**config.mk**
```make
export PLATFORM = sky130hd
export DESIGN_NAME = cpu_host_seq
export DESIGN_NICKNAME = d
export VERILOG_FILES = /design/src/rtl/cpu_host_seq.sv
export SDC_FILE = /design/constraint.sdc
export NUM_CORES = 1
export LEC_CHECK = 0
export ABC_CLOCK_PERIOD_IN_PS = 2600
export CORE_UTILIZATION = 33
export CTS_CLUSTER_DIAMETER = 50
export CTS_CLUSTER_SIZE = 12
export DETAILED_ROUTE_END_ITERATION = 10
export HOLD_SLACK_MARGIN = 0.08
export PLACE_DENSITY_LB_ADDON = 0.05
export SYNTH_ARGS = -nofsm -noshare
export SYNTH_HDL_FRONTEND = slang
export SYNTH_SLANG_ARGS = --single-unit
```
**constraint.sdc**
```tcl
create_clock -name clk -period 2.6 [get_ports clk]
set_input_delay 0.39 -clock clk [delete_from_list [all_inputs] [get_ports clk]]
set_output_delay 0.39 -clock clk [all_outputs]
set_load 0.01 [all_outputs]
```
**src/rtl/cpu_host_seq.sv**
```systemverilog
// ---------------------------------------------------------------------------
// cpu_host_seq
//
// Host-transfer sequencer for the CPU top. It loads instruction memory and
// data memory from the host over the op/rd_valid/tx_done handshake, releases
// the pipeline, and once the CPU halts it copies a result window out of
// data memory back to the host.
//
// Ports
//   clk, rst_n        clock, asynchronous active-low reset
//   ready             host image available (level start)
//   op                host command: 00 IDLE, 01 READ, 11 WRITE
//   host_addr         host byte address
//   host_rd_data      host read data, qualified by rd_valid
//   rd_valid          host read data valid (1-cycle pulse)
//   host_wrt_data     host write data
//   tx_done           host write accepted (1-cycle pulse)
//   im_wrt_*          instruction memory write port
//   dm_wrt_en/dm_rd_en/dm_addr/dm_wrt_data/dm_rd_data
//                     data memory port (read data one cycle after dm_rd_en)
//   cpu_halt          CPU finished (level)
//   cpu_init_stall    hold PC and inject NOPs (low only while running)
//   done              write-back complete
//   err               host transaction timed out (sticky until reset)
// ---------------------------------------------------------------------------
module cpu_host_seq #(
    parameter int                ADDR_W       = 16,
    parameter int                DATA_W       = 32,
    parameter int                IM_WORDS     = 256,
    parameter int                DM_WORDS     = 256,
    parameter int                WB_WORDS     = 16,
    parameter logic [ADDR_W-1:0] IM_HOST_BASE = 16'h0000,
    parameter logic [ADDR_W-1:0] DM_HOST_BASE = 16'h4000,
    parameter logic [ADDR_W-1:0] WB_DM_BASE   = 16'h0000,
    parameter logic [ADDR_W-1:0] WB_HOST_BASE = 16'h8000,
    parameter int                TIMEOUT_CYC  = 1024
) (
    input  logic              clk,
    input  logic              rst_n,
    input  logic              ready,
    output logic [1:0]        op,
    output logic [ADDR_W-1:0] host_addr,
    input  logic [DATA_W-1:0] host_rd_data,
    input  logic              rd_valid,
    output logic [DATA_W-1:0] host_wrt_data,
    input  logic              tx_done,
    output logic              im_wrt_en,
    output logic [ADDR_W-1:0] im_wrt_addr,
    output logic [DATA_W-1:0] im_wrt_data,
    output logic              dm_wrt_en,
    output logic              dm_rd_en,
    output logic [ADDR_W-1:0] dm_addr,
    output logic [DATA_W-1:0] dm_wrt_data,
    input  logic [DATA_W-1:0] dm_rd_data,
    input  logic              cpu_halt,
    output logic              cpu_init_stall,
    output logic              done,
    output logic              err
);

    localparam int MAX_IM_DM = (IM_WORDS > DM_WORDS) ? IM_WORDS : DM_WORDS;
    localparam int MAX_WORDS = (MAX_IM_DM > WB_WORDS) ? MAX_IM_DM : WB_WORDS;
    localparam int IDX_W     = $clog2(MAX_WORDS) + 1;
    // +2 keeps the width >= 1 and large enough to hold TIMEOUT_CYC-1
    localparam int TCNT_W    = $clog2(TIMEOUT_CYC + 2);

    localparam logic [IDX_W-1:0]  IM_LAST   = IDX_W'(IM_WORDS - 1);
    localparam logic [IDX_W-1:0]  DM_LAST   = IDX_W'(DM_WORDS - 1);
    localparam logic [IDX_W-1:0]  WB_LAST   = IDX_W'(WB_WORDS - 1);
    localparam logic [TCNT_W-1:0] TCNT_LAST = TCNT_W'((TIMEOUT_CYC > 0) ? TIMEOUT_CYC - 1 : 0);
    localparam bit                TO_EN     = (TIMEOUT_CYC != 0);

    localparam logic [1:0] OP_IDLE  = 2'b00;
    localparam logic [1:0] OP_READ  = 2'b01;
    localparam logic [1:0] OP_WRITE = 2'b11;

    typedef enum logic [3:0] {
        S_IDLE,
        S_INIT_IM,
        S_INIT_DM,
        S_RUN,
        S_WB_RD,
        S_WB_CAP,
        S_WB_TX,
        S_DONE,
        S_ERR
    } state_t;

    state_t              state_q, state_d;
    logic [IDX_W-1:0]    idx_q, idx_d;
    logic [TCNT_W-1:0]   tcnt_q, tcnt_d;
    logic [DATA_W-1:0]   wb_buf_q, wb_buf_d;

    logic [ADDR_W-1:0]   idx_off;
    logic                timed_out;

    // Word index to byte offset; truncation gives modulo-2^ADDR_W wrap.
    assign idx_off   = ADDR_W'({idx_q, 2'b00});
    assign timed_out = TO_EN && (tcnt_q == TCNT_LAST);

    // -----------------------------------------------------------------------
    // Next-state logic
    // -----------------------------------------------------------------------
    always_comb begin
        state_d  = state_q;
        idx_d    = idx_q;
        tcnt_d   = tcnt_q;
        wb_buf_d = wb_buf_q;

        case (state_q)
            S_IDLE: begin
                if (ready) begin
                    state_d = S_INIT_IM;
                    idx_d   = '0;
                end
            end

            S_INIT_IM: begin
                // A handshake in the final timeout cycle still wins.
                if (rd_valid) begin
                    tcnt_d = '0;
                    if (idx_q == IM_LAST) begin
                        state_d = S_INIT_DM;
                        idx_d   = '0;
                    end else begin
                        idx_d = idx_q + 1'b1;
                    end
                end else if (timed_out) begin
                    state_d = S_ERR;
                end else begin
                    tcnt_d = tcnt_q + 1'b1;
                end
            end

            S_INIT_DM: begin
                if (rd_valid) begin
                    tcnt_d = '0;
                    if (idx_q == DM_LAST) begin
                        state_d = S_RUN;
                        idx_d   = '0;
                    end else begin
                        idx_d = idx_q + 1'b1;
                    end
                end else if (timed_out) begin
                    state_d = S_ERR;
                end else begin
                    tcnt_d = tcnt_q + 1'b1;
                end
            end

            S_RUN: begin
                if (cpu_halt) begin
                    state_d = S_WB_RD;
                    idx_d   = '0;
                end
            end

            S_WB_RD: state_d = S_WB_CAP;

            S_WB_CAP: begin
                wb_buf_d = dm_rd_data;
                state_d  = S_WB_TX;
            end

            S_WB_TX: begin
                if (tx_done) begin
                    tcnt_d = '0;
                    idx_d  = idx_q + 1'b1;
                    state_d = (idx_q == WB_LAST) ? S_DONE : S_WB_RD;
                end else if (timed_out) begin
                    state_d = S_ERR;
                end else begin
                    tcnt_d = tcnt_q + 1'b1;
                end
            end

            S_DONE: begin
                if (!ready) state_d = S_IDLE;
            end

            S_ERR: state_d = S_ERR;

            default: state_d = S_IDLE;
        endcase

        // Every transaction starts its timeout window fresh.
        if (state_d != state_q) tcnt_d = '0;
    end

    // -----------------------------------------------------------------------
    // Outputs: decoded from the registered state so that an asynchronous
    // reset forces them to their idle values immediately. Memory strobes
    // follow the host handshake within the same cycle.
    // -----------------------------------------------------------------------
    always_comb begin
        op             = OP_IDLE;
        host_addr      = '0;
        host_wrt_data  = '0;
        im_wrt_en      = 1'b0;
        im_wrt_addr    = '0;
        im_wrt_data    = '0;
        dm_wrt_en      = 1'b0;
        dm_rd_en       = 1'b0;
        dm_addr        = '0;
        dm_wrt_data    = '0;
        cpu_init_stall = 1'b1;
        done           = 1'b0;
        err            = 1'b0;

        case (state_q)
            S_INIT_IM: begin
                op          = OP_READ;
                host_addr   = IM_HOST_BASE + idx_off;
                im_wrt_en   = rd_valid;
                im_wrt_addr = idx_off;
                im_wrt_data = host_rd_data;
            end
            S_INIT_DM: begin
                op          = OP_READ;
                host_addr   = DM_HOST_BASE + idx_off;
                dm_wrt_en   = rd_valid;
                dm_addr     = idx_off;
                dm_wrt_data = host_rd_data;
            end
            S_RUN: begin
                cpu_init_stall = 1'b0;
            end
            S_WB_RD: begin
                dm_rd_en = 1'b1;
                dm_addr  = WB_DM_BASE + idx_off;
            end
            S_WB_TX: begin
                op            = OP_WRITE;
                host_addr     = WB_HOST_BASE + idx_off;
                host_wrt_data = wb_buf_q;
            end
            S_DONE: done = 1'b1;
            S_ERR:  err  = 1'b1;
            default: ;
        endcase
    end

    // -----------------------------------------------------------------------
    // State registers
    // -----------------------------------------------------------------------
    always_ff @(posedge clk or negedge rst_n) begin
        if (!rst_n) begin
            state_q  <= S_IDLE;
            idx_q    <= '0;
            tcnt_q   <= '0;
            wb_buf_q <= '0;
        end else begin
            state_q  <= state_d;
            idx_q    <= idx_d;
            tcnt_q   <= tcnt_d;
            wb_buf_q <= wb_buf_d;
        end
    end

endmodule

```
-- Yosys cells after proc, flatten, opt, wreduce, memory -nomap -nowiden
Index checks and enable logic that the tools add are counted.
- register bits: 56
- output and inout port bits: 152
- logic and storage cells: 65
- add/subtract/negate cells: 4
- equal/unequal tests: 16
- mux-type cells: 35
- reduce and logical (&&, ||, !) cells: 6
- operators with widths (kind ; count):
    2-to-1 mux 32 bit ; 3
    2-to-1 mux 11 bit ; 6
    one-hot mux 16 bit (3 select lines) ; 1
    2-to-1 mux 9 bit ; 5
    2-to-1 mux 4 bit ; 9
    one-hot mux 4 bit (9 select lines) ; 1
    one-hot mux 9 bit (4 select lines) ; 1
    one-hot mux 11 bit (2 select lines) ; 1
    adder 15 x 11 -> 16 bit (first input constant) ; 1
    adder 16 x 11 -> 16 bit (first input constant) ; 1
    equality test 4 x 3 -> 1 bit (second input constant) ; 4
    adder 11 x 1 -> 11 bit (second input constant) ; 1
    equality test 11 x 10 -> 1 bit (second input constant) ; 1
    adder 9 x 1 -> 9 bit (second input constant) ; 1
    equality test 9 x 4 -> 1 bit (second input constant) ; 1
    equality test 9 x 8 -> 1 bit (second input constant) ; 1
    equality test 4 x 2 -> 1 bit (second input constant) ; 2
    2-to-1 mux 1 bit ; 6
    inequality test 2 bit (second input constant) ; 3
    AND reduction 5 bit ; 1
    equality test 4 x 1 -> 1 bit (second input constant) ; 1
    equality test 4 bit (second input constant) ; 1
    zero test 4 bit ; 1
    inequality test 4 bit ; 1
    other kinds (6) ; 7

-- Logic depth before layout (Yosys ltp)
Gate-level depths: netlist of run 1.
- depth in word-level cells: 6
- mapped depth: 13
- mapped depth without buffers: 12

-- Least setup slack after synthesis of run 1
Ideal clock, no wire load.
- path kind: register to register
- start point: register idx_q[0]
- end point: register tcnt_q[9]
- library setup time: 87 ps
- arrival: 2281 ps
- path slack: 233 ps
- cell stages (with the launch flop): 14
- path buffers: 1
- path through: dfrtp_1 -> ha_1 -> and3_1 -> and3_1 -> nand3_1 -> inv_1 -> ha_1 -> nand2_1 -> mux2i_1 -> and3_1 -> nor4b_1 -> o21ai_1 -> buf_4 -> a211oi_2
- word-level cells in the longest chain between the ends: 6
- elaborated cells between the ends (all ways): 12
- classes of those cells: eq/ne (3); mux (8); reduce/logical (1)
- ends and longest elaborated chain (what ; line ; RTL):
    from (decl) ; 90 ; logic [IDX_W-1:0] idx_q, idx_d;
    from (signal assigned) ; 254 ; idx_q <= idx_d;
    equality test 9 x 4 -> 1 bit / equality test 9 x 8 -> 1 bit (equally long branches) ; 169, 122, 138 ;
    2-to-1 mux 2 bit, or another cell as far along ; 169 ; state_d = (idx_q == WB_LAST) ? S_DONE : S_WB_RD;
    2-to-1 mux 4 bit (on tied branches) ; 166, 120, 136 ;
    one-hot mux 4 bit (9 select lines) * ; 110 ; case (state_q)
    inequality test 4 bit * ; 187 ; if (state_d != state_q) tcnt_d = '0;
    nonzero test 3 bit (no line) / 2-to-1 mux 11 bit (equally long branches) ; n/a ;
    to (signal assigned) ; 255 ; tcnt_q <= tcnt_d;
    to (decl) ; 91 ; logic [TCNT_W-1:0] tcnt_q, tcnt_d;
Mark *: on every way between the ends. The rest lies on a longest branch, timed or not.
A chain may end at the register's enable or synchronous reset.

-- Final worst setup path of run 1
- start point: register idx_q[1]
- end point: register tcnt_q[9]
The elaborated chain is that of the path after synthesis.

==> results of run 1 <==
-- power groups by stage --
| stage | Clock, µW | Combinational [µW] | Sequential (µW) |
|---|---|---|---|
| 2_1_floorplan | 0 | 1560 | 1290 |
| 3_3_place_gp | 0 | 2610 | 1320 |
| 3_5_place_dp | 0 | 2630 | 1330 |
| 4_1_cts | 862 | 2730 | 1320 |
| 5_1_grt | 896 | 3210 | 1360 |
| 6_report | 845 | 2970 | 1320 |
-- path summary, 6_finish.rpt --
path                                     startpoint                       end  slack [ns]
max                            idx_q[1]$_DFFE_PN0P_     tcnt_q[9]$_DFFE_PN0P_        0.07
min                        wb_buf_q[21]$_DFFE_PN0P_  wb_buf_q[21]$_DFFE_PN0P_        0.50
max reg2reg                    idx_q[1]$_DFFE_PN0P_     tcnt_q[9]$_DFFE_PN0P_        0.07
min reg2reg                wb_buf_q[21]$_DFFE_PN0P_  wb_buf_q[21]$_DFFE_PN0P_        0.50
max in group asynchronous                     rst_n  wb_buf_q[18]$_DFFE_PN0P_        1.39
min in group asynchronous                     rst_n     tcnt_q[6]$_DFFE_PN0P_        0.57
-- layout make-up --
cell class | instances | share of cell area
clock buffer | 5 | 0.01895
inverter | 8 | 0.004547
multi-input combinational | 328 | 0.3463
tap | 140 | 0.02653
clock inverter | 2 | 0.009094
timing repair buffer | 253 | 0.3820
sequential | 56 | 0.2126
-- state kept, by name (all words and copies together) (netlist names) --
register  flops
tcnt_q       11
idx_q         9
wb_buf_q     32
state_q       4
-- metrics by stage --
step | area (µm²) | std cells | utilization | hold WS, ns | setup TNS, ns
2_1_floorplan | 3854 | 432 | - | 0.09441 | 0
3_3_place_gp | 5998 | 758 | 0.5438 | 0.3392 | -1.053
3_5_place_dp | 5998 | 758 | 0.5438 | 0.3391 | -1.982
4_1_cts | 6238 | 772 | 0.5656 | 0.5027 | -0.004740
5_1_grt | 6604 | 792 | 0.5987 | 0.5117 | -0.2015
6_report | 6604 | 792 | 0.5987 | 0.4972 | 0
-- what timing repair did --
action,CTS,global route
buffers inserted,4,16
pin swaps,1,8
hold buffers,1,0
hold endpoints to repair,16,0
endpoints found under the setup margin,92,103
resized for setup,35,54
cloned,2,4
-- metal layers --
layer  vias to the layer above  GRT usage  wire, µm
met5                         -          0         0
met4                         0    0.03282        70
met3                         6    0.04244       591
met2                        97     0.3410      6353
met1                      1831     0.2561      5324
li1                       1821          -         -
-- kinds of logic (layout without fill, tap and decap cells) --
| group | Yosys count | after routing | share of synthesized area |
|---|---|---|---|
| and+or+nand+nor | 219 | 219 | 0.3460 |
| muxes | 34 | 34 | 0.1005 |
| xor gates and xnor gates | 7 | 7 | 0.01619 |
| buffers and inverters | 50 | 268 | 0.07733 |
| DFF | 56 | 56 | 0.3701 |
| AOI/OAI and AO/OA | 43 | 45 | 0.07568 |
| adders and majority gates | 4 | 4 | 0.01322 |
| other | 1 | 19 | 0.0009905 |
-- cell usage in the layout, fill, tap and decap left out, drive strengths merged, types with 4 or more instances in the layout --
cell,Yosys,routed
o21ai,23,24
nor3,4,4
mux2,32,32
nor2b,10,10
or3,4,4
dlygate4sd2,0,26
buf,30,49
nand2,12,12
nor2,28,28
ha,4,4
dfrtp,56,56
nand4,5,5
nand3,11,11
inv,8,8
nand2b,8,8
and2,118,118
dlymetal6s2s,0,31
clkbuf,12,7
xnor2,4,4
clkdlybuf4s50,0,144
conb,1,19
and3,7,7
==> flow_summary.yaml, run 1 <==
worst_setup_path:
  crit_slowest_cell: "nor4b_4"
  worstSetupPathDepth: 12
  start_kind: "flop"
  crit_arrival_ns: 2.74
  r2r_cells: 12
  crit_chain: "ha_2, and3_4, and3_4, nand3_2, inv_1, ha_2, nand2_2, mux2i_1, and3_4, nor4b_4, o21ai_4, a211oi_2"
  timing.critical_path.fanout_max: 5
  cp_slowest_stage_delay_ns: 0.42
  cp_top_family: "simple AND/OR/NAND/NOR gates"
  path_buf_inv: 1
  worst_ep_required_time_ns: 2.80
  cp_common_cell: "and3_4"
  endpoint_kind: "flop"
  critPathKind: "flop to flop"
logic_synthesis:
  ys_ff_latch: 56
  synth_top_area_cell: "dfrtp_1"
  async_reset_ff_frac: 1.000
  syn_area_per_cell_um2: 9.145
  synth_ff_type: "dfrtp_1"
  synth_cell_types: 53
  synth.most_common_cell: "and2_1"
  synth_top_cells_by_area: "dfrtp_1 (37%), and2_1 (19%), mux2_2 (9.5%)"
  synth_top_area_share: 0.3701
  synthCells: 414
  synthesis.area_mm2: 0.003786
  yosysWarnings: 0
  synth-seq-area-share: 0.3701
  yosys-top-cells-count: "and2_1 (118), dfrtp_1 (56), mux2_2 (32)"
  synth_edf_count: 0
place:
  port_buffers: 202
  dp.final_hpwl_mm: 8.750
  routabilityCongestion: 0.8297
  place_ws_ns: -0.2006
floorplan:
  die_area_mm2: 0.01191
  fp.dieH_um: 109.1
  core_area_mm2: 0.01103
  start_util: 0.3432
  pin_count: 222
  die_width_um: 109.1
  fp-row-count: 38
drt:
  drt_iter0_drc: 137
  ant_nets: 0
  drt-pass1-iter-count: 4
  routed_wl_mm: 12.34
  vias_per_cell: 4.741
  routedWlPerCell_um: 15.58
  drc: 0
  num_vias: 3755
global_routing:
  overflow: 0
  grt_antenna_before_repair: 0
  grt_use_total: 0.1979
  grt_pass1_wl_mm: 18.48
  grt_max_degree: 34
  grt_pass1_vias: 3638
clock_tree:
  cts_buffers: 5
  h-tree-depth: 2
  cts_buffer_depth: 2
  path_clk_slew_ns: 0.07
  cts_root_buf: "clkbuf_16"
  cts.sinks: 56
  insertion_delay_ns: 0.29
  cts_tree: "done"
power:
  vdd_drop_max_v: 0.0003901
  switching_share: 0.3616
  power_uw: 5136
  p_int_uw: 3279
  power.switching_uw: 1857
  p_leak_uw: 0.003384
  power_density_mw_per_mm2: 777.7
  power_frac_clock: 0.164
  combPwrFrac: 0.579
  seq_power_share: 0.256
final_layout:
  area_growth_syn_to_layout_pct: 74.42
  multiInputGateArea_mm2: 0.002287
  final_nets: 726
  n_antenna_cell: 0
  nFillCells: 998
  seq_area_mm2: 0.001404
  drive_gt1_frac: 0.1840
sta:
  fin_crit_sh: 0.9750
  min_period_ns: 2.535
  worst_pin_slew_ns: 0.7938
  hold_violations: 0
  skew_ns: 0.007013
  slew_headroom: 0.4672
  rsz0062_at_grt: "yes"
  finalSetupViolations: 0
  fmax_mhz: 394.5
  layout_setup_ws_ns: 0.06507
  slew_viol_final: 0
hold_path:
  hold_depth: 1
  min_path_type: "flop to flop"
run:
  drv_cap: 0
run_status:
  outcome: "finished, final reports clean"
No activity file was read; power rests on OpenSTA's default activity.
==> inputs of run 2 (changes only) <==
- CORE_UTILIZATION: 33 -> 39
- MAX_ROUTING_LAYER: not set -> met4
==> run 2 against run 1 <==
Cell count down 4.0%. Worst setup slack worse by 0.0087 ns. Cell area down 3.9%. Hold slack worse by 0.10 ns. Clock power down 28%. Sequential share of layout area up 0.87 points. Clock skew up 0.0016 ns. Critical path depth down 7. Die area down 15%. Register-to-register slack better by 0.09 ns. Non-clock buffer count down 21. Sequential power about the same. Critical endpoint is now host_addr[10].
==> flow_summary.yaml, run 2 (synthesized netlist as in run 1, its figures left out) <==
run_status:
  outcome: "finished, final reports clean"
worst_setup_path:
  worstReg2RegStart: "idx_q[0]$_DFFE_PN0P_"
  r2r_cells: 13
  endpoint_kind: "primary output"
  crit_arrival_ns: 2.15
  critPathKind: "flop to primary output"
  ff2ff_setup_slack_ns: 0.16
  start_kind: "flop"
  timing.rr.end: "tcnt_q[4]$_DFFE_PN0P_"
  timing.critical_path.fanout_max: 11
  worst_ep_required_time_ns: 2.21
global_routing:
  grt_max_degree: 56
  grt_antenna_before_repair: 0
  grt_use_total: 0.2215
  grt_pass1_wl_mm: 17.36
  grt_pass1_vias: 3488
  overflow: 0
drt:
  vias_per_cell: 4.758
  routedWlPerCell_um: 14.90
  routed_wl_mm: 11.33
  num_vias: 3616
  drc: 0
  drt_iter0_drc: 96
  ant_nets: 0
  drt-pass1-iter-count: 4
clock_tree:
  cts_buffer_depth: 2
  cts.sinks: 56
  cts_tree: "done"
  cts_root_buf: "clkbuf_8"
  insertion_delay_ns: 0.31
  h-tree-depth: 2
  path_clk_slew_ns: 0.10
  cts_buffers: 5
final_layout:
  layout_common_cells: "clkdlybuf4s50_1 (167), and2_1 (118), dfrtp_1 (53)"
  area_growth_syn_to_layout_pct: 67.68
  drive_gt1_frac: 0.1585
  largest_reg_flops: 32
  regMostFlops: "wb_buf_q"
  layout_commonest_cell: "clkdlybuf4s50_1"
  final_nets: 704
  biggestRegsByFlops: "wb_buf_q x32, tcnt_q x11, idx_q x9"
  nFillCells: 777
  n_antenna_cell: 0
floorplan:
  fp-row-count: 35
  core_area_mm2: 0.009328
  start_util: 0.4059
  die_width_um: 100.5
  fp.dieH_um: 100.5
  die_area_mm2: 0.01011
  pin_count: 222
sta:
  rsz0062_at_grt: "yes"
  slew_headroom: 0.6599
  skew_ns: 0.008617
  fmax_mhz: 393.1
  hold_violations: 0
  fin_crit_sh: 0.9783
  min_period_ns: 2.544
  worst_pin_slew_ns: 0.5101
  layout_setup_ws_ns: 0.05637
  slew_viol_final: 0
  finalSetupViolations: 0
power:
  vdd_drop_max_v: 0.0003401
  p_leak_uw: 0.003182
  power_uw: 4813
  power_density_mw_per_mm2: 758.2
place:
  routabilityCongestion: 0.8884
  dp.final_hpwl_mm: 8.415
  port_buffers: 202
  place_ws_ns: -0.2326
hold_path:
  min_path_type: "primary input to asynchronous set/reset pin"
run:
  drv_cap: 0
==> run 2: cell count changes in the layout (fill, tap and decap cells not counted), sizes merged <==
cell,previous run,this run
clkdlybuf4s50,144,167
bufinv,2,1
clkbuf,7,6
dlygate4sd2,26,0
dlymetal6s2s,31,34
o21bai,2,1
buf,49,30
clkinv,0,1
==> run 2: final cells by class <==
cell class              count  area [µm²]  area share
clock inverters             2       38.79    0.006110
repair buffers            232        2366      0.3727
inverters                   8       30.03    0.004730
clock buffers               6       82.58     0.01301
flip-flops and latches     56        1405      0.2213
well taps                 129       161.4     0.02542
multi-input cells         327        2265      0.3567
==> run 2: timing repair <==
action,CTS,global route
hold buffers,1,0
pin swaps,1,4
endpoints found under the setup margin,57,119
cloned,0,2
buffers inserted,0,7
hold endpoints to repair,1,0
resized for setup,5,58
==> run 2: how the worst max path moves through the flow <==
stage,slack [ns],endpoint,start
final,0.06,host_addr[10],state_q[0]$_DFF_PN0_
after global routing,-0.02,dm_addr[3],state_q[3]$_DFF_PN0_
after CTS,0.01,dm_wrt_data[28],state_q[0]$_DFF_PN0_
after detailed placement,-0.23,tcnt_q[10]$_DFFE_PN0P_,idx_q[0]$_DFFE_PN0P_
after global placement,-0.12,tcnt_q[0]$_DFFE_PN0P_,idx_q[0]$_DFFE_PN0P_
after floorplan,0.23,tcnt_q[9]$_DFFE_PN0P_,idx_q[0]$_DFFE_PN0P_
==> run 2: layer usage <==
layer | share of wire | vias up | track usage
met5 | 0 | - | -
met2 | 0.53 | 93 | 0.3836
li1 | - | 1777 | -
met1 | 0.42 | 1737 | 0.2735
met3 | 0.045 | 9 | 0.03814
met4 | 0.0072 | 0 | 0.04125
==> run 2: critical path: stages, from the launching register on <==
cell and delay, ns:
dfrtp_2 0.46, nand2b_1 0.20, buf_4 0.20, o21bai_4 0.24, and2_1 0.18, clkdlybuf4s50_1 0.56
==> run 2: metrics by stage <==
stage	hold WS [ns]	area (µm²)	setup TNS, ns	std cells	utilization
floorplan	0.09441	3854	0	432	-
global placement	0.1916	5954	-1.203	742	0.6384
detailed placement	0.1918	5954	-2.179	742	0.6384
CTS	0.3922	6101	0	751	0.6541
global route	0.3887	6349	-0.04062	760	0.6806
finish	0.3952	6349	0	760	0.6806
==> run 2: power breakdown <==
part	switching (µW)	leakage, µW	internal, µW	total [µW]
clock	295	0.0000614	316	611
combinational	1350	0.00242	1500	2850
sequential	178	0.000704	1170	1350
total	1820	0.00318	2990	4810
==> inputs of run 3 (changes only) <==
- ABC_AREA: not set -> 1
==> run 3 against run 2 <==
Critical path depth grew 2. Worst setup slack gained 0.044 ns. Clock-buffer cell count down 1. Wire length rose by 6.6%. Core utilization decreased by 3.0 points.
==> flow_summary.yaml, run 3 <==
logic_synthesis:
  ys_ff_latch: 56
  synth_top_area_share: 0.3664
  synth_cell_types: 34
  synth_ff_type: "dfrtp_1"
  async_reset_ff_frac: 1.000
  syn_area_per_cell_um2: 6.629
  synthCells: 577
  yosys-top-cells-count: "nor2_1 (177), inv_1 (105), dfrtp_1 (56)"
  synth.most_common_cell: "nor2_1"
  synthesis.area_mm2: 0.003825
  synth_top_area_cell: "dfrtp_1"
  synth-seq-area-share: 0.3664
  synth_edf_count: 0
  yosysWarnings: 0
  synth_top_cells_by_area: "dfrtp_1 (37%), nor2_1 (17%), inv_1 (10%)"
clock_tree:
  cts_buffer_depth: 2
  cts_buffers: 5
  cts_root_buf: "clkbuf_8"
  cts_tree: "done"
  path_clk_slew_ns: 0.10
  insertion_delay_ns: 0.31
  h-tree-depth: 2
  cts.sinks: 56
worst_setup_path:
  crit_arrival_ns: 2.11
  endpoint_kind: "primary output"
  start_kind: "flop"
  timing.critical_path.fanout_max: 33
  worst_ep_required_time_ns: 2.21
  critPathKind: "flop to primary output"
final_layout:
  post-route-util: 0.6506
  regMostFlops: "wb_buf_q"
  drive_gt1_frac: 0.08398
  final_nets: 849
  largest_reg_flops: 32
  layout_common_cells: "clkdlybuf4s50_1 (192), nor2_1 (175), inv_1 (105)"
  biggestRegsByFlops: "wb_buf_q x32, tcnt_q x11, idx_q x9"
  fin_area_mm2: 0.006097
  n_antenna_cell: 0
  area_growth_syn_to_layout_pct: 59.40
  layout_commonest_cell: "clkdlybuf4s50_1"
global_routing:
  grt_max_degree: 65
  grt_antenna_before_repair: 0
  grt_pass1_vias: 3753
  grt_pass1_wl_mm: 18.36
  overflow: 0
  grt_use_total: 0.2366
power:
  vdd_drop_max_v: 0.0002715
  power_density_mw_per_mm2: 490.8
  p_leak_uw: 0.003004
hold_path:
  min_path_type: "flop to flop"
sta:
  slew_viol_final: 0
  hold_violations: 0
  setup_tns_ns: 0
  skew_ns: 0.008862
  finalSetupViolations: 0
  slew_headroom: 0.6012
  worst_pin_slew_ns: 0.5982
  fin_crit_sh: 0.9616
  fmax_mhz: 400.0
  min_period_ns: 2.500
place:
  routabilityCongestion: 0.8862
  placed_cell_area_mm2: 0.005873
  dp.final_hpwl_mm: 9.207
  port_buffers: 202
drt:
  ant_nets: 0
  drt_iter0_drc: 259
  drc: 0
  routed_wl_mm: 12.08
  num_vias: 4130
  routedWlPerCell_um: 13.38
  vias_per_cell: 4.574
  drt-pass1-iter-count: 4
run:
  drv_cap: 0
floorplan:
  fp.dieH_um: 101.0
  start_util: 0.4081
  pin_count: 222
  fp-row-count: 35
  core_area_mm2: 0.009371
  die_width_um: 101.0
  die_area_mm2: 0.01021
run_status:
  outcome: "finished, final reports clean"
-- run 3: repair_timing --
| action | in CTS | in global routing |
|---|---|---|
| hold endpoints to repair | 11 | 0 |
| endpoints found under the setup margin | 48 | 93 |
| pin swaps | 0 | 1 |
| gates resized for setup | 6 | 14 |
| hold buffers | 1 | 0 |
| gates cloned | 0 | 1 |
| buffers inserted | 0 | 5 |
-- run 3: layout make-up --
type / count / area (µm²)
Fill cell: 856 / 3274
Multi-Input combinational cell: 388 / 1864
Timing Repair Buffer: 213 / 2146
Sequential cell: 56 / 1405
Clock buffer: 5 / 68.82
Tap cell: 129 / 161.4
Inverter: 111 / 421.7
Clock inverter: 1 / 30.03
-- run 3: worst paths after layout --
| check | start | to | slack, ns | cells past startpoint |
|---|---|---|---|---|
| min in group asynchronous | rst_n | tcnt_q[2]$_DFFE_PN0P_ | 0.61 | 3 |
| worst min register to register | wb_buf_q[5]$_DFFE_PN0P_ | wb_buf_q[5]$_DFFE_PN0P_ | 0.52 | 2 |
| worst max-delay path | state_q[0]$_DFF_PN0_ | host_wrt_data[26] | 0.1 | 7 |
| max in group asynchronous | rst_n | wb_buf_q[23]$_DFFE_PN0P_ | 1.73 | 3 |
| worst min-delay path | wb_buf_q[5]$_DFFE_PN0P_ | wb_buf_q[5]$_DFFE_PN0P_ | 0.52 | 2 |
| worst max register to register | idx_q[1]$_DFFE_PN0P_ | tcnt_q[9]$_DFFE_PN0P_ | 0.24 | 16 |
-- run 3: metrics by stage --
stage                     total power, µW  setup slack (ns)  instances  hold slack (ns)
after floorplan                      1766            0.5105        595          0.09441
after global placement               2340            0.2156        890           0.4121
final                                2993           0.09995        903           0.5195
after detailed placement             2349            0.1825        890           0.4076
after global routing                 3178         -0.004453        903           0.5339
after CTS                            2906           0.01487        897           0.5198
-- run 3: power breakdown --
| part | total, µW | internal (µW) | switching, µW |
|---|---|---|---|
| Clock | 550 | 277 | 273 |
| Combinational | 1460 | 638 | 818 |
| Sequential | 986 | 934 | 51.5 |
-- run 3: kinds of logic after synthesis --
group,synth area share
other cells,0.0009804
compound gates,0.1004
xor+xnor,0.01145
flops,0.3664
fa+ha+maj,0.01309
buf+inv,0.1757
simple gates,0.3320
-- run 3: worst max-delay path, stage by stage, from the launching register on --
cell             delay (ns)
dfrtp_2                0.48
inv_2                  0.14
nand2_4                0.09
nor2_8                 0.15
inv_1                  0.07
buf_6                  0.18
nor2_1                 0.11
clkdlybuf4s50_1        0.57
-- run 3: routing by layer --
layer  global-route usage  routed length (µm)  vias up
li1                     -                   -     2085
met1               0.3011                5287     1913
met2               0.3841                5939      122
met3              0.05964                 779       10
met4              0.04459                  72        0
met5                    -                   0        -
